==> config.mk <==
export PLATFORM = sky130hd
export DESIGN_NAME = add_window_acc_flat
export DESIGN_NICKNAME = d
export VERILOG_FILES = /design/src/rtl/add_window_acc_if.sv /design/src/rtl/add_window_acc.sv /design/src/flat_wrapper.sv
export SDC_FILE = /design/constraint.sdc
export NUM_CORES = 1
export LEC_CHECK = 0
export ABC_AREA = 1
export ABC_CLOCK_PERIOD_IN_PS = 3700
export BUFFER_PORTS_ARGS = -buffer_cell sky130_fd_sc_hd__buf_2
export CORE_ASPECT_RATIO = 1.2
export CORE_UTILIZATION = 50
export CTS_BUF_LIST = sky130_fd_sc_hd__clkbuf_8
export DETAILED_ROUTE_END_ITERATION = 8
export PLACE_DENSITY_LB_ADDON = 0.2
export SLEW_MARGIN = 20
export SYNTH_ARGS = -nofsm -noshare
export SYNTH_HDL_FRONTEND = slang
export SYNTH_SLANG_ARGS = --single-unit
==> constraint.sdc <==
create_clock -name clk -period 3.7 [get_ports clk]
set_clock_uncertainty 0.1 [all_clocks]
set_input_delay 0.185 -clock clk [delete_from_list [all_inputs] [get_ports clk]]
set_output_delay 0.185 -clock clk [all_outputs]
set_load 0.01 [all_outputs]
==> src/rtl/add_window_acc_if.sv <==
// Handshake bundle between the adder stage, the window accumulator and its consumer.
// Carries the incoming z sample channel and the outgoing window result channel.
interface add_window_acc_if #(
  parameter int unsigned ZW    = 4,
  parameter int unsigned ACC_W = 8
);

  // Sample channel from the adder stage
  logic             z_valid;
  logic             z_ready;
  logic [ZW-1:0]    z_data;

  // Window result channel to the checker/scoreboard
  logic             sum_valid;
  logic             sum_ready;
  logic [ACC_W-1:0] sum_data;
  logic [ZW-1:0]    max_data;

  // Progress through the current window
  logic [7:0]       win_cnt;

  // Producer of samples / consumer of results
  modport master (
    output z_valid,
    output z_data,
    output sum_ready,
    input  z_ready,
    input  sum_valid,
    input  sum_data,
    input  max_data,
    input  win_cnt
  );

  // The window accumulator itself
  modport slave (
    input  z_valid,
    input  z_data,
    input  sum_ready,
    output z_ready,
    output sum_valid,
    output sum_data,
    output max_data,
    output win_cnt
  );

endinterface

==> src/rtl/add_window_acc.sv <==
// Window accumulator for the adder's z stream: sums N_SAMPLES samples with
// saturation, tracks the window maximum and hands both out over valid/ready.
// Optional macro ADD_WINDOW_ACC_SKID_EN adds a one-entry result buffer so the
// next window keeps accumulating while the previous result waits.
module add_window_acc #(
  parameter int unsigned ZW        = 4,
  parameter int unsigned N_SAMPLES = 4,
  parameter int unsigned ACC_W     = 8
) (
  input  logic             clk,
  input  logic             rst,
  add_window_acc_if.slave  bus
);

  localparam int unsigned    SUM_W    = ACC_W + 1;
  localparam logic [7:0]     LAST_CNT = 8'(N_SAMPLES - 1);
  localparam logic [ACC_W-1:0] ACC_MAX = {ACC_W{1'b1}};

  // HOLD: a result is presented; FULL (skid only): a second result is buffered
  typedef enum logic [1:0] {
    S_ACCUM = 2'd0,
    S_HOLD  = 2'd1,
    S_FULL  = 2'd2
  } state_e;

  state_e           state_q;
  state_e           state_d;

  logic [ACC_W-1:0] acc_q;
  logic [ZW-1:0]    max_q;
  logic [7:0]       cnt_q;

  logic             valid_q;
  logic [ACC_W-1:0] sum_q;
  logic [ZW-1:0]    maxo_q;

`ifdef ADD_WINDOW_ACC_SKID_EN
  logic [ACC_W-1:0] buf_sum_q;
  logic [ZW-1:0]    buf_max_q;
  logic             load_buf;
  logic             load_from_buf;
`endif

  logic             accept_open;
  logic             z_ready_c;
  logic             z_fire;
  logic             s_fire;
  logic             last;
  logic             load_out;

  logic [SUM_W-1:0] sum_ext;
  logic [ACC_W-1:0] acc_nxt;
  logic [ZW-1:0]    max_nxt;

  // Sample intake is open in ACCUM, and also in HOLD when a buffer slot is free
`ifdef ADD_WINDOW_ACC_SKID_EN
  assign accept_open = (state_q == S_ACCUM) || (state_q == S_HOLD);
`else
  assign accept_open = (state_q == S_ACCUM);
`endif

  // Handshake qualifiers; z_ready drops immediately while rst is high
  assign z_ready_c = !rst && accept_open;
  assign z_fire    = bus.z_valid && z_ready_c;
  assign s_fire    = valid_q && bus.sum_ready;
  assign last      = z_fire && (cnt_q == LAST_CNT);

  // Saturating add and running maximum including the current sample
  assign sum_ext = SUM_W'(acc_q) + SUM_W'(bus.z_data);
  assign acc_nxt = sum_ext[ACC_W] ? ACC_MAX : sum_ext[ACC_W-1:0];
  assign max_nxt = (bus.z_data > max_q) ? bus.z_data : max_q;

  // State register
  always_ff @(posedge clk) begin
    if (rst) begin
      state_q <= S_ACCUM;
    end else begin
      state_q <= state_d;
    end
  end

  // Next-state logic
  always_comb begin
    state_d = state_q;
    unique case (state_q)
      S_ACCUM: begin
        if (last) begin
          state_d = S_HOLD;
        end
      end
      S_HOLD: begin
`ifdef ADD_WINDOW_ACC_SKID_EN
        if (last && !s_fire) begin
          state_d = S_FULL;
        end else if (s_fire && !last) begin
          state_d = S_ACCUM;
        end
`else
        if (s_fire) begin
          state_d = S_ACCUM;
        end
`endif
      end
`ifdef ADD_WINDOW_ACC_SKID_EN
      S_FULL: begin
        if (s_fire) begin
          state_d = S_HOLD;
        end
      end
`endif
      default: state_d = S_ACCUM;
    endcase
  end

  // Output/control decode: when the result register and buffer load
  always_comb begin
    load_out      = 1'b0;
`ifdef ADD_WINDOW_ACC_SKID_EN
    load_buf      = 1'b0;
    load_from_buf = 1'b0;
`endif
    unique case (state_q)
      S_ACCUM: load_out = last;
`ifdef ADD_WINDOW_ACC_SKID_EN
      // A window finishing while the old result leaves goes straight out
      S_HOLD: begin
        load_out = last && s_fire;
        load_buf = last && !s_fire;
      end
      // Buffered result moves up as soon as the presented one is taken
      S_FULL: begin
        load_out      = s_fire;
        load_from_buf = 1'b1;
      end
`endif
      default: load_out = 1'b0;
    endcase
  end

  // Window accumulator, running max and sample counter
  always_ff @(posedge clk) begin
    if (rst) begin
      acc_q <= '0;
      max_q <= '0;
      cnt_q <= '0;
    end else if (z_fire) begin
      if (last) begin
        acc_q <= '0;
        max_q <= '0;
        cnt_q <= '0;
      end else begin
        acc_q <= acc_nxt;
        max_q <= max_nxt;
        cnt_q <= cnt_q + 8'd1;
      end
    end
  end

  // Presented result; held stable until it transfers
  always_ff @(posedge clk) begin
    if (rst) begin
      valid_q <= 1'b0;
      sum_q   <= '0;
      maxo_q  <= '0;
    end else begin
      valid_q <= (state_d != S_ACCUM);
      if (load_out) begin
`ifdef ADD_WINDOW_ACC_SKID_EN
        sum_q  <= load_from_buf ? buf_sum_q : acc_nxt;
        maxo_q <= load_from_buf ? buf_max_q : max_nxt;
`else
        sum_q  <= acc_nxt;
        maxo_q <= max_nxt;
`endif
      end
    end
  end

`ifdef ADD_WINDOW_ACC_SKID_EN
  // One-entry skid buffer for a window completed behind a pending result
  always_ff @(posedge clk) begin
    if (rst) begin
      buf_sum_q <= '0;
      buf_max_q <= '0;
    end else if (load_buf) begin
      buf_sum_q <= acc_nxt;
      buf_max_q <= max_nxt;
    end
  end
`endif

  assign bus.z_ready   = z_ready_c;
  assign bus.sum_valid = valid_q;
  assign bus.sum_data  = sum_q;
  assign bus.max_data  = maxo_q;
  assign bus.win_cnt   = cnt_q;

endmodule

==> src/flat_wrapper.sv <==
// flat-port wrapper written by rule: the top's interface ports become plain ports
module add_window_acc_flat 
#(
  parameter int unsigned ZW        = 4,
  parameter int unsigned N_SAMPLES = 4,
  parameter int unsigned ACC_W     = 8
)
  (clk, rst, bus_z_valid, bus_z_data, bus_sum_ready, bus_z_ready, bus_sum_valid, bus_sum_data, bus_max_data, bus_win_cnt);
  add_window_acc_if #(.ZW(ZW), .ACC_W(ACC_W)) bus_i ();
  input  logic clk;
  input  logic rst;
  input wire logic [$bits(bus_i.z_valid)-1:0] bus_z_valid;
  input wire logic [$bits(bus_i.z_data)-1:0] bus_z_data;
  input wire logic [$bits(bus_i.sum_ready)-1:0] bus_sum_ready;
  output wire logic [$bits(bus_i.z_ready)-1:0] bus_z_ready;
  output wire logic [$bits(bus_i.sum_valid)-1:0] bus_sum_valid;
  output wire logic [$bits(bus_i.sum_data)-1:0] bus_sum_data;
  output wire logic [$bits(bus_i.max_data)-1:0] bus_max_data;
  output wire logic [$bits(bus_i.win_cnt)-1:0] bus_win_cnt;
  assign bus_i.z_valid = bus_z_valid;
  assign bus_i.z_data = bus_z_data;
  assign bus_i.sum_ready = bus_sum_ready;
  assign bus_z_ready = bus_i.z_ready;
  assign bus_sum_valid = bus_i.sum_valid;
  assign bus_sum_data = bus_i.sum_data;
  assign bus_max_data = bus_i.max_data;
  assign bus_win_cnt = bus_i.win_cnt;
  add_window_acc #(.ZW(ZW), .N_SAMPLES(N_SAMPLES), .ACC_W(ACC_W)) u_core (.clk(clk), .rst(rst), .bus(bus_i));
endmodule
# Word-level counts from Yosys, hierarchy flattened
# Cells that the tools add are included.
# word_totals
input_bits	8
register_bits	35
word_cells	28
out_inout_bits	22
# classes
n_mux	9
reduce_logical	7
n_eq_ne	2
addsub	2
magnitude_cmp	1
# ops
operator	n
8-bit two-way mux	3
8-bit by 4-bit adder with 9-bit output	1
8-bit by 1-bit adder with 8-bit output (second input constant)	1
8-bit by 2-bit == test with 1-bit output (second input constant)	1
4-bit two-way mux	2
4-bit > comparator	1
1-bit logical AND	4
2-bit two-way mux	2
2-bit one-hot mux with 2 select lines	1
2-bit by 1-bit == test with 1-bit output (second input constant)	1
2-bit logical NOT	1
2-bit nonzero test	1
1-bit logical NOT	1
1-bit two-way mux	1

# Logic depth before layout (Yosys ltp)
# Gate-level depths: netlist of run 1.
# logic_depth
word_depth	7
mapped_depth	9
mapped_depth_nobuf	9

# Least setup slack after synthesis of run 1
# OpenSTA, ideal clock, no wires.
# synth_timing
kind	register to register
startpoint	reg u_core.acc_q[0]
endpoint	reg u_core.acc_q[5]
synth_period_minus_slack_ns	1.664
t_arrival_ns	1.427
setup_ns	0.138
path_slack_ns	2.036
t_required_ns	3.462
stages_incl_launch_ff	9
n_path_buf	0
cell_sequence	dfxtp_1 > ha_1 > fa_1 > nand3_1 > nand2_1 > nand4_2 > nand3_1 > nand2_2 > a21oi_2
# synth_via
elab_chain_cells	3
# synth_lines
element	line_no	source
start, declared	add_window_acc.sv:29	logic [ACC_W-1:0] acc_q;
start signal, assigned	add_window_acc.sv:152	acc_q <= acc_nxt;
8-bit by 4-bit adder with 9-bit output	add_window_acc.sv:69	assign sum_ext = SUM_W'(acc_q) + SUM_W'(bus.z_data);
8-bit two-way mux	add_window_acc.sv:70	assign acc_nxt = sum_ext[ACC_W] ? ACC_MAX : sum_ext[ACC_W-1:0];
8-bit two-way mux	add_window_acc.sv:147	if (last) begin
# Every way passes these cells.
# A chain may end at the register's enable or synchronous reset.

# Worst setup path after layout of run 1
# layout_timing
startpoint	reg u_core.acc_q[0]
endpoint	reg u_core.sum_q[7], in the netlist u_core.bus.sum_data[7]
# layout_via
elab_chain_cells	2
# layout_lines
element	line_no	source
8-bit by 4-bit adder with 9-bit output	add_window_acc.sv:69	
8-bit two-way mux	add_window_acc.sv:70	
end signal, assigned	add_window_acc.sv:172	sum_q <= acc_nxt;
end, declared	add_window_acc.sv:34	logic [ACC_W-1:0] sum_q;
# Every way passes these cells.

==> results.cfg, run 1 <==
[flow_run]
max_cap_viol_count = 0

[outcome]
result_of_the_run = complete, no violations

[synth]
netlist.area_leader.share = 0.3590
synthFlopType = sky130_fd_sc_hd__dfxtp_1
synth_enable_flop_cells = 0
postSynthRegisterBits = 35
synth_nets = 277
asyncSetResetFlopFracSynth = 0
synthesized_area_per_cell_um2 = 7.536
synth_commonest_cells = sky130_fd_sc_hd__nand2_1 (67), sky130_fd_sc_hd__nand3_1 (39), sky130_fd_sc_hd__dfxtp_1 (35)
yosys.area.top_type = sky130_fd_sc_hd__dfxtp_1
yosys.cell_types.count = 33
synthesis.area_um2 = 1952
synth.most_common_cell = sky130_fd_sc_hd__nand2_1
synth.area.top_cells = sky130_fd_sc_hd__dfxtp_1 (36%), sky130_fd_sc_hd__nand2_1 (13%), sky130_fd_sc_hd__nand3_1 (10%)
yosys_warning_total = 0
syn-instance-count = 259
ys_seq_area_frac = 0.3590

[sta]
finalCritPeriodShare = 0.4982
post-route-worst-setup-slack_ns = 1.857
rsz0062_at_grt = false
drv_slew = 0
setup-tns-final_ns = 0
timing.final.crit_period_ns = 1.843
timing_hold_violations_final = 0
timing.final.setup_violations = 0
maxClockFrequency_ghz = 0.5425
slew_headroom = 0.6579
tightestPinTransition_ns = 0.5120

[placement]
hpwl_mm = 3.013
io_buffer_count = 29
place_worst_setup_slack_ns = 1.663
place_congestion = 0.8950

[floorplanning]
die_x_extent_um = 59.04
core_um2 = 3694
num_io_pins = 30
die_h_um = 70.45
initial_utilization = 0.5285
rows = 24
fp.dieArea_um2 = 4159

[clocking]
cts.sink_count = 35
gates_resized_cts_repair = 0
clock_insertion_delay_worst_skew_ns = 0.28
clock-root-buffer = sky130_fd_sc_hd__clkbuf_8
clockBufferDepth = 2
cts.htree.levels = 2
count_of_hold_buffers_inserted_by_post_cts_repair = 0
clkTransAtPathRegs_ns = 0.07
post-cts-setup-buffer-count = 0
tritoncts = built
cts_made_buffers = 5

[detailed_routing]
route.detailed.vias_per_inst = 4.988
drc = 0
detailedRoute.firstIterationViolations = 57
ant_nets = 0
vias = 1691
drt-total-wl_mm = 3.931
drtPass1Iterations = 4
route.detailed.wl_per_inst_um = 11.60

[power]
p_sw_uw = 179.1
power.clock.fraction = 0.358
report.power.total_uw = 710.4
net_switching_share_of_the_total_power = 0.2522
seqPwrFrac = 0.543
gate_power_share = 0.099
p_leak_uw = 0.001022
internal_power_uw = 531.3
power.density_cell_area_nw_per_um2 = 326.3
ir_drop_mv = 0.2620

[cells_and_area]
drive_gt1_frac = 0.2334
finalNetCount = 304
fillerInstances = 380
final_design_utilization = 0.5894
multi_input_area_um2 = 1069
synthesis_to_layout_area_growth_pct = 11.54
num_antenna_cells = 0
area.sequential_um2 = 700.7

[global_route]
via_count_of_the_first_global_routing_pass = 1541
grt_pass1_wl_mm = 6.727
grtUsageTotal = 0.2111
globalRoute.totalOverflow = 0
antenna_violations_before_repair = 0
grt_max_degree = 22

[worst_setup_path]
cp_data_arrival_time_ns = 1.92
cp_max_fo = 7
cp_data_required_time_ns = 3.78
criticalPathCategory = flop to flop
timing.critical_path.from_type = flop
critical_path.endpoint_type = flop

[worst_hold_path]
min_path_type = input pin to flop
==> power by group through the flow <==
stage	registers (µW)	clock network [µW]	logic, µW
after floorplan	393	0	53.8
after global placement	394	0	70.5
after detailed placement	394	0	70.8
after CTS	385	262	70.8
after global routing	386	278	80.6
final	385	254	70.4
==> sequential cells by signal, indices dropped and copies added (netlist names) <==
signal,flops
u_core.state_q,2
u_core.bus.max_data,4
u_core.bus.win_cnt,8
u_core.acc_q,8
u_core.bus.sum_data,8
u_core.bus.sum_valid,1
u_core.max_q,4
==> cell usage in the layout (no fill, tap or decap), types with 2 or more instances in the layout <==
| cell | count |
|---|---|
| sky130_fd_sc_hd__nor3_1 | 2 |
| sky130_fd_sc_hd__a21oi_2 | 9 |
| sky130_fd_sc_hd__clkbuf_8 | 5 |
| sky130_fd_sc_hd__nor2_1 | 8 |
| sky130_fd_sc_hd__inv_2 | 4 |
| sky130_fd_sc_hd__dfxtp_1 | 35 |
| sky130_fd_sc_hd__nor3_4 | 2 |
| sky130_fd_sc_hd__nand2_1 | 67 |
| sky130_fd_sc_hd__inv_1 | 29 |
| sky130_fd_sc_hd__ha_1 | 9 |
| sky130_fd_sc_hd__nor2_4 | 2 |
| sky130_fd_sc_hd__nand4_1 | 3 |
| sky130_fd_sc_hd__o21a_1 | 2 |
| sky130_fd_sc_hd__o21ai_0 | 2 |
| sky130_fd_sc_hd__a21oi_1 | 14 |
| sky130_fd_sc_hd__nand3b_1 | 3 |
| sky130_fd_sc_hd__buf_2 | 29 |
| sky130_fd_sc_hd__nand2_2 | 9 |
| sky130_fd_sc_hd__nand3_4 | 2 |
| sky130_fd_sc_hd__nand3_1 | 39 |
==> per-stage QoR <==
step,hold slack (ns),area (µm²),instances
global route,0.1752,2177,339
CTS,0.1167,2177,339
detailed placement,0.3596,2096,331
finish,0.1234,2177,339
global placement,0.3528,2096,331
floorplan,0.2894,1952,259
==> worst paths after layout <==
path | depth (start not counted) | endpoint | start | slack, ns
worst max-delay path | 8 | u_core.bus.sum_data[7] | u_core.acc_q[0] | 1.86
worst min-delay path | 4 | u_core.state_q[0] | bus_sum_ready | 0.12
worst max register to register | 8 | u_core.bus.sum_data[7] | u_core.acc_q[0] | 1.86
worst min register to register | 2 | u_core.bus.max_data[2] | u_core.bus.max_data[2] | 0.37
==> cell families after synthesis <==
logic type                 Yosys count  synth area share
buffers and inverters               40           0.09359
and+or+nand+nor                    141            0.3641
DFF                                 35            0.3590
other                                1          0.001921
adders and majority gates           10           0.06795
AOI/OAI and AO/OA                   30            0.1045
xor gates and xnor gates             2          0.008976
==> layer usage <==
layer,track usage,share of wire,vias up,wire length [µm]
li1,-,-,897,-
met3,0.03333,0.037,4,147
met4,0.07143,0.0059,0,23
met5,0,0,-,0
met2,0.3649,0.51,39,2001
met1,0.2596,0.45,751,1759
==> final cells by class <==
type,instances,share of cell area
flip-flops and latches,35,0.3218
inverters,31,0.05345
well taps,52,0.02989
repair buffers,29,0.06667
clock inverters,3,0.005747
clock buffers,5,0.03161
multi-input cells,184,0.4908
==> worst max-delay path: stages (launching register included) <==
cell	delay (ns)
sky130_fd_sc_hd__dfxtp_1	0.31
sky130_fd_sc_hd__ha_1	0.20
sky130_fd_sc_hd__fa_1	0.42
sky130_fd_sc_hd__nand3_1	0.10
sky130_fd_sc_hd__nand2_1	0.12
sky130_fd_sc_hd__nand4_2	0.17
sky130_fd_sc_hd__nand3_1	0.16
sky130_fd_sc_hd__nand2_1	0.12
sky130_fd_sc_hd__nand2_1	0.05
No activity file was read; power rests on OpenSTA's default activity.
==> run 2, diff against run 1 <==
--- a/config.mk
+++ b/config.mk
@@ -5,8 +5,8 @@
 export SDC_FILE = /design/constraint.sdc
 export NUM_CORES = 1
 export LEC_CHECK = 0
-export ABC_AREA = 1
-export ABC_CLOCK_PERIOD_IN_PS = 3700
+export ABC_AREA = 0
+export ABC_CLOCK_PERIOD_IN_PS = 1550
 export BUFFER_PORTS_ARGS = -buffer_cell sky130_fd_sc_hd__buf_2
 export CORE_ASPECT_RATIO = 1.2
 export CORE_UTILIZATION = 50
==> constraint.sdc (replaced) <==
create_clock -name clk -period 1.55 [get_ports clk]
set_clock_uncertainty 0.1 [all_clocks]
set_input_delay 0.0775 -clock clk [delete_from_list [all_inputs] [get_ports clk]]
set_output_delay 0.0775 -clock clk [all_outputs]
set_load 0.01 [all_outputs]
==> run 2 against run 1 <==
The run now ends with negative setup slack left. Non-clock buffer count is 53 higher. Fmax is 5.3% lower. Combinational power grew to 4.5 times the previous value. Utilization is 22 points higher. Total power grew to 2.8 times the previous value. Sequential power is 140% higher. Setup slack worse by 2.3 ns.
==> results.cfg, run 2 <==
[detailed_routing]
vias = 1794
drtPass1Iterations = 4
detailedRoute.firstIterationViolations = 90
drc = 0
ant_nets = 0
drt-total-wl_mm = 5.301
route.detailed.vias_per_inst = 5.677
route.detailed.wl_per_inst_um = 16.78

[global_route]
globalRoute.totalOverflow = 0
grt_pass1_wl_mm = 8.300
grt_max_degree = 27
antenna_violations_before_repair = 0
via_count_of_the_first_global_routing_pass = 1781
grtUsageTotal = 0.2963

[synth]
synth_enable_flop_cells = 0
synthesized_area_per_cell_um2 = 9.045
asyncSetResetFlopFracSynth = 0
syn-instance-count = 192
synth_commonest_cells = sky130_fd_sc_hd__dfxtp_1 (35), sky130_fd_sc_hd__nor2_1 (19), sky130_fd_sc_hd__o21ai_0 (18)
netlist.area_leader.share = 0.4035
synth.most_common_cell = sky130_fd_sc_hd__dfxtp_1
yosys_warning_total = 0
ys_seq_area_frac = 0.4035
postSynthRegisterBits = 35
synthesis.area_um2 = 1737
synth_nets = 210
synthFlopType = sky130_fd_sc_hd__dfxtp_1
synth.area.top_cells = sky130_fd_sc_hd__dfxtp_1 (40%), sky130_fd_sc_hd__nand3b_1 (6.9%), sky130_fd_sc_hd__ha_1 (6.5%)
yosys.cell_types.count = 43
yosys.area.top_type = sky130_fd_sc_hd__dfxtp_1

[floorplanning]
rows = 23
num_io_pins = 30
die_h_um = 66.56
initial_utilization = 0.5202
fp.dieArea_um2 = 3714
core_um2 = 3338
die_x_extent_um = 55.80

[sta]
setup-tns-final_ns = -7.169
timing.final.setup_violations = 25
timing.final.crit_period_ns = 1.947
timing_hold_violations_final = 0
finalCritPeriodShare = 1.256
rsz0062_at_grt = true
drv_slew = 0
maxClockFrequency_ghz = 0.5135
post-route-worst-setup-slack_ns = -0.3973

[clocking]
clock-root-buffer = sky130_fd_sc_hd__clkbuf_8
tritoncts = built
clkTransAtPathRegs_ns = 0.07
cts.htree.levels = 2
clock_insertion_delay_worst_skew_ns = 0.30
cts.sink_count = 35
clockBufferDepth = 2
cts_made_buffers = 5

[placement]
place_congestion = 0.8158
io_buffer_count = 29
place_worst_setup_slack_ns = -0.4222
hpwl_mm = 3.361

[worst_setup_path]
cp_data_required_time_ns = 1.63
cp_data_arrival_time_ns = 2.03
criticalPathCategory = flop to flop
critical_path.endpoint_type = flop
cp_max_fo = 3
timing.critical_path.from_type = flop

[power]
power.density_cell_area_nw_per_um2 = 732.5
ir_drop_mv = 0.9254
p_leak_uw = 0.001168
report.power.total_uw = 1972

[cells_and_area]
layout_commonest_cell = sky130_fd_sc_hd__buf_4
top_library_cells_by_usage_in_the_layout_fill_and_taps_aside = sky130_fd_sc_hd__buf_4 (44), sky130_fd_sc_hd__buf_2 (29), sky130_fd_sc_hd__dfxtp_1 (28), sky130_fd_sc_hd__nand3b_1 (16)
drive_gt1_frac = 0.4875
fillerInstances = 206
num_antenna_cells = 0
synthesis_to_layout_area_growth_pct = 55.04
finalNetCount = 296
final_design_utilization = 0.8066

[outcome]
result_of_the_run = complete, but fails checks
violations = negative setup slack

[flow_run]
max_cap_viol_count = 0

[worst_hold_path]
min_path_type = input pin to flop
## run 2: per-layer routing
| metal | share of wire | track usage | up-vias |
|---|---|---|---|
| met2 | 0.53 | 0.5136 | 41 |
| li1 | - | - | 868 |
| met1 | 0.42 | 0.3369 | 878 |
| met4 | 0.017 | 0.1625 | 0 |
| met3 | 0.035 | 0.06990 | 7 |
| met5 | 0 | 0 | - |
## run 2: final cells by class
type	instances	area (µm²)	area share
Multi-Input combinational cell	148	1236	0.4591
Sequential cell	35	711.9	0.2644
Timing Repair Buffer	82	575.6	0.2138
Clock buffer	7	96.34	0.03578
Tap cell	37	46.29	0.01719
Inverter	6	22.52	0.008364
Clock inverter	1	3.754	0.001394
## run 2: cell families after synthesis
logic type	after synthesis	share of synthesized area
flip-flops	35	0.4035
buffers and inverters	11	0.02809
XOR/XNOR	8	0.04035
AO/OA/AOI/OAI	50	0.1794
other	1	0.002159
AND/OR/NAND/NOR	71	0.2356
adder cells (fa/ha/maj)	10	0.07637
multiplexers	6	0.03458
## run 2: timing repair
action / in CTS / in global routing
resized for setup: 23 / 22
setup endpoints to repair: 30 / 32
setup buffers: 7 / 3
gates cloned: 1 / 1
pin swaps: 16 / 13
endpoints found under the hold margin: 2 / 0
hold buffers: 1 / 0
## run 2: power breakdown
part           internal (µW)  switching [µW]
clock network            399             341
logic                    165             150
registers                909            8.91
total                   1470             500
## run 2: metrics by stage
step | cells | hold slack (ns) | area (µm²)
2_1_floorplan | 192 | 0.1175 | 1819
3_3_place_gp | 296 | 0.2685 | 2307
3_5_place_dp | 296 | 0.2966 | 2307
4_1_cts | 313 | 0.04441 | 2574
5_1_grt | 316 | 0.1078 | 2693
6_report | 316 | 0.07321 | 2693
## run 2: final timing paths
check,start,slack (ns),to,cells after the start
setup reg to reg,u_core.acc_q[0],-0.40,u_core.acc_q[4],7
hold / removal,rst,0.07,u_core.state_q[0],4
hold reg to reg,u_core.acc_q[3],0.38,u_core.acc_q[3],2
setup / recovery,u_core.acc_q[0],-0.40,u_core.acc_q[4],7
## run 2: worst max-delay path, cell delays in order (launching register included)
cell	delay, ns
sky130_fd_sc_hd__dfxtp_2	0.34
sky130_fd_sc_hd__ha_4	0.16
sky130_fd_sc_hd__fa_2	0.36
sky130_fd_sc_hd__a211oi_2	0.22
sky130_fd_sc_hd__o21bai_4	0.17
sky130_fd_sc_hd__mux2i_1	0.28
sky130_fd_sc_hd__a2bb2oi_2	0.15
sky130_fd_sc_hd__nor2_1	0.05
